--- src/rtl/mux_4x1.sv ---
// 4-to-1 select element: zero-latency combinational output plus a registered shadow
// copy with select-change tracking. Define MUX_4X1_SEL_CNT_EN to enable the select-change counter.
module mux_4x1 #(
   parameter int WIDTH = 1
) (
   input  logic             clk,
   input  logic             rst,
   input  logic [WIDTH-1:0] a,
   input  logic [WIDTH-1:0] b,
   input  logic [WIDTH-1:0] c,
   input  logic [WIDTH-1:0] d,
   input  logic             s0,
   input  logic             s1,
   output logic [WIDTH-1:0] y,
   output logic [WIDTH-1:0] y_q,
   output logic [1:0]       sel_q,
   output logic             sel_chg,
   output logic [7:0]       sel_cnt
);

   logic [1:0] sel;
   logic       sel_diff;

   assign sel      = {s1, s0};
   assign sel_diff = (sel != sel_q);

   // An unknown select propagates X instead of falling back to any input.
   always_comb begin
      y = 'x;
      case (sel)
         2'b00:   y = a;
         2'b01:   y = b;
         2'b10:   y = c;
         2'b11:   y = d;
         default: y = 'x;
      endcase
   end

   always_ff @(posedge clk) begin
      if (rst) begin
         y_q     <= '0;
         sel_q   <= 2'b00;
         sel_chg <= 1'b0;
      end else begin
         y_q     <= y;
         sel_q   <= sel;
         sel_chg <= sel_diff;
      end
   end

`ifdef MUX_4X1_SEL_CNT_EN
   logic [7:0] sel_cnt_r;

   // Free-running wrap 255 -> 0.
   always_ff @(posedge clk) begin
      if (rst)
         sel_cnt_r <= 8'd0;
      else if (sel_diff)
         sel_cnt_r <= sel_cnt_r + 8'd1;
   end

   assign sel_cnt = sel_cnt_r;
`else
   assign sel_cnt = 8'd0;
`endif

endmodule

--- config.mk ---
export PLATFORM = sky130hd
export DESIGN_NAME = mux_4x1
export DESIGN_NICKNAME = d
export VERILOG_FILES = /design/src/rtl/mux_4x1.sv
export SDC_FILE = /design/constraint.sdc
export NUM_CORES = 1
export LEC_CHECK = 0
export CORE_AREA = 2 2 39 41
export CTS_BUF_LIST = sky130_fd_sc_hd__clkbuf_4
export DETAILED_ROUTE_END_ITERATION = 6
export DIE_AREA = 0 0 41 43
export PLACE_DENSITY_LB_ADDON = 0.08
export SLEW_MARGIN = 20
export SYNTH_ARGS = -nofsm -noshare
export SYNTH_HDL_FRONTEND = slang
export SYNTH_SLANG_ARGS = --single-unit
--- constraint.sdc ---
create_clock -name clk -period 1.2 [get_ports clk]
set_input_delay 0.3 -clock clk [delete_from_list [all_inputs] [get_ports clk]]
set_output_delay 0.3 -clock clk [all_outputs]
set_load 0.02 [all_outputs]
# [Yosys cells after proc, flatten, opt, wreduce, memory -nomap -nowiden]
# Index checks and enable logic that the tools add are counted.
[op_classes] n_div=0 shifts=0 reduce_logical=1 n_eq_ne=4 addsub=0 bitwise=0 order_cmp=0 n_mul=0 mux=1
[ops] cell="equality test 2 bit, second input constant" count=2
[ops] cell="one-hot mux 1 bit (4 select lines)" count=1
[ops] cell="equality test 2 x 1 -> 1 bit, second input constant" count=1
[ops] cell="zero test 2 bit" count=1
[ops] cell="!= test 2 bit" count=1
[word_totals] ram_bits=0 output_inout_bits=13 latchBits=0 inputBits=8 ff_bits=4 rom_bits=0 memories=0

# [Longest topological paths before layout]
# Gate-level depths: netlist (run 1).
[logic_depth] depth_word=2 mapped_depth=2 ltp_nobuf=2

# [Least setup slack after synthesis (run 1)]
# Ideal clock, no wire load.
[synth_timing] kind="input port to output port" startpoint="input port s0" endpoint="output port y" stages=1 slack_ns=0.046 t_arrival_ns=0.854 t_required_ns=0.900 cell_sequence="mux4_2"
[synth_via] elab_chain_cells=2
[synth_lines] item="start: declaration" line_no="12" rtl="input logic s0,"
[synth_lines] item="equality test 2 bit, or another cell as far along" line_no="30" rtl="case (sel)"
[synth_lines] item="one-hot mux 1 bit (4 select lines) *" line_no="30"
[synth_lines] item="end: declaration" line_no="14" rtl="output logic [WIDTH-1:0] y,"
# Every way passes the cells marked *; elsewhere a longest branch is shown, timed or not.

# [Worst setup path after layout (run 1)]
# Same ends and word-level chain as after synthesis.

==> results.md, run 1 <==
- Hold_sp: s0
- Worst Skew: about 0.0062 ns
- DRT Pass-1 Iters: 1
- Vias: 187
- Part of the Yosys area used for sequential elements: between 30 and 40%
- Drt total wl: 463 um
- Total CTS buffers: 3
- Power density over cell area: 1199 nW/um2
- Tmin final: around 1.3 ns
- Starting Density: 15.55%
- R2r endpoint: sel_chg$_SDFF_PP0_
- Synth top area cells: dfxtp_1 (37%), buf_4 (28%), mux4_2 (10%), xnor2_1 (8.1%), nor2b_4 (6.4%)
- Number of distinct library cells after synthesis: 8
- Register bit total from synthesis: 4
- Overall routing resource usage: 6.928%
- Post-Synthesis Cells: 20
- Post-Syn Area: approximately 220 um2
- Routing usage on met2: 8.438%
- Average size of a mapped cell: 10.76 um2
- Die height: 43 um
- Rows: 14
- GRT Residual Overflow: 0
- RSZ-0062 raised after global routing: true
- HPWL Detailed: 402.9 um
- First-pass GRT wire length: 676 um
- Nets: 50
- Dpl cells: between 50 and 60
- CTS tree: built
- Layout Cells excl Fill: 56
- Worst reg2reg startpoint: sel_q[1]$_SDFF_PP0_
- Tcrit/Tclk final: 111.0%
- Vias in the first global route: roughly 180
- Setup TNS: -0.1323 ns
- Fmax: 0.7506 GHz
- Placer Congestion: 0.5593
- Endpoints failing setup: 1
- Worst hold endpoint: sel_q[0]$_SDFF_PP0_
- Pre-CTS WS: -0.9889 ns
- Yosys top cell by area: dfxtp_1
- CP endpoint kind: output pin
- Top-area cell type share of the netlist area: 37.21%
- Area Overhead vs Synth: 66.28%
- DRT antenna net count: 0
- IO Pins: 21
- Die width: 41 um
- Worst hold path depth: 4
- Status: complete, but fails checks
- Root buffer cell: clkbuf_4
- Clock Pin Slew Worst Setup and Hold Paths: 0.03 ns
- Clock sink total: 4
- Clk buf depth: 2
- Placed cell areas: 351.6 um2
- DRC violations left: 0
- Hold slack: around 0.5 ns
- Diode count: 0
- H-tree depth: 1
- CTS Hold Buffers Added: 0
- Worst Setup Start Kind: primary input
- Clock Latency Late Sink: 0.23 ns
- Global-route met1 utilization: 4.180%
- Routed len/inst: just over 8 um
- CP Class: primary input to output pin
- Critical path peak fanout: 2
- Largest net degree at the start of global routing: 5
- Max VDD drop: approximately 0.22 mV
- Worst reg2reg setup slack: ~0.43 ns
- Static Leak: 0.1843 nW
- Fin. Hold Viols: 0
- Initial antenna violation count: 0
- Number of buffers added on ports: 12
- Finished layout cell area: around 360 um2
- Vias per inst: 3.339
- Fin worst setup slack: -0.1323 ns
- Core Region: ~1400 um2
- FF-to-FF path depth: 3
- Arrival time worst endpoint: just over 1 ns
- Share of cells above drive strength 1: 47.50%
- GRT busiest layer: met4
- Min-Delay Path Class: primary input to flip-flop
- Die Footprint: 1763 um2
- CP required: 0.90 ns
- M3 GR Usage: approximately 4.2%
- Final count of pins violating max slew: 0
- Max-Cap Viols: 0
- Failing checks: negative setup slack
- Initial DRC count: 0
- Synthesis warning total: 0
==> through the flow <==
stage / util (%) / power (mW)
after floorplan: - / 0.2282
after global placement: 25.41 / 0.2728
after detailed placement: 25.41 / 0.2726
after CTS: 25.95 / 0.4397
after global routing: 25.86 / 0.4575
final: 25.86 / 0.4291
==> worst max-delay path, cell delays in order <==
cell and delay (ns):
buf_6 0.07, mux4_2 0.51, buf_6 0.15
==> state kept, by name, summed over array words and instances, names as in the netlist <==
signal   flops
sel_q        2
y_q          1
sel_chg      1
==> routing by layer <==
| layer | up-vias | share of wire [%] | wire, um |
|---|---|---|---|
| li1 | 88 | - | - |
| met1 | 87 | 29 | 133 |
| met2 | 10 | 55 | 256 |
| met3 | 2 | 11 | 53 |
| met4 | 0 | 4.1 | 19 |
| met5 | - | 0 | 0 |
==> worst max-delay path by stage <==
| stage | from | endpoint | slack (ns) | cells past startpoint |
|---|---|---|---|---|
| 2_1_floorplan | s0 | y | 0.05 | 1 |
| 3_3_place_gp | s0 | y | -0.96 | 3 |
| 3_5_place_dp | s0 | y | -0.99 | 3 |
| 4_1_cts | s0 | y | -0.14 | 3 |
| 5_1_grt | s0 | y | -0.14 | 3 |
| 6_report | s0 | y | -0.13 | 3 |
==> power breakdown <==
group | total (mW) | switching [mW] | internal, mW
sequential | 0.146 | 0.00278 | 0.143
combinational | 0.117 | 0.0605 | 0.0565
clock | 0.166 | 0.0544 | 0.112
total | 0.429 | 0.118 | 0.311
==> final cells by class <==
type | instances | area, um2
Tap cell | 16 | 20.02
Fill cell | 168 | 1026
Clock buffer | 3 | 22.52
Sequential cell | 4 | 80.08
Timing Repair Buffer | 18 | 133.9
Multi-Input combinational cell | 15 | 101.3
==> cell usage after synthesis <==
cell type and count:
xnor2_1 2, nor2b_4 1, conb_1 1, nor2b_1 2, dfxtp_1 4, a21oi_1 1
buf_4 8, mux4_2 1
==> cells in the final DEF, fill, tap and decap left out <==
master           instances
a21oi_1                  1
buf_2                    4
buf_4                    6
buf_6                    2
clkbuf_2                 2
clkbuf_4                 3
clkdlybuf4s50_1          1
conb_1                   8
dfxtp_1                  4
dlygate4sd2_1            3
mux4_2                   1
nor2b_1                  2
nor2b_4                  1
xnor2_1                  2
==> kinds of logic (layout without fill, tap and decap cells) <==
group,count (synthesis),count (layout),synth area share (%)
flip-flops,4,4,37.21
XOR/XNOR,2,2,8.141
AND/OR/NAND/NOR,3,3,12.21
AO/OA/AOI/OAI,1,1,2.323
multiplexers,1,1,10.46
other,1,8,1.743
buffers and inverters,8,21,27.91
==> repair_timing <==
item / in CTS / in global routing
resized for setup: 29 / 3
endpoints found under the setup margin: 6 / 3
buffers inserted: 1 / 1
Power figures use the tool's default switching activity.
==> inputs of run 2 (changes only) <==
CTS_CLUSTER_SIZE = 14   (was unset)
==> results of run 2 <==
The final DEF is identical to that of run 1; final timing and power are the same.
==> inputs of run 3 (changes only) <==
CTS_CLUSTER_DIAMETER = 30   (was unset)
==> results of run 3 <==
The final DEF is identical to that of run 1; final timing and power are the same.
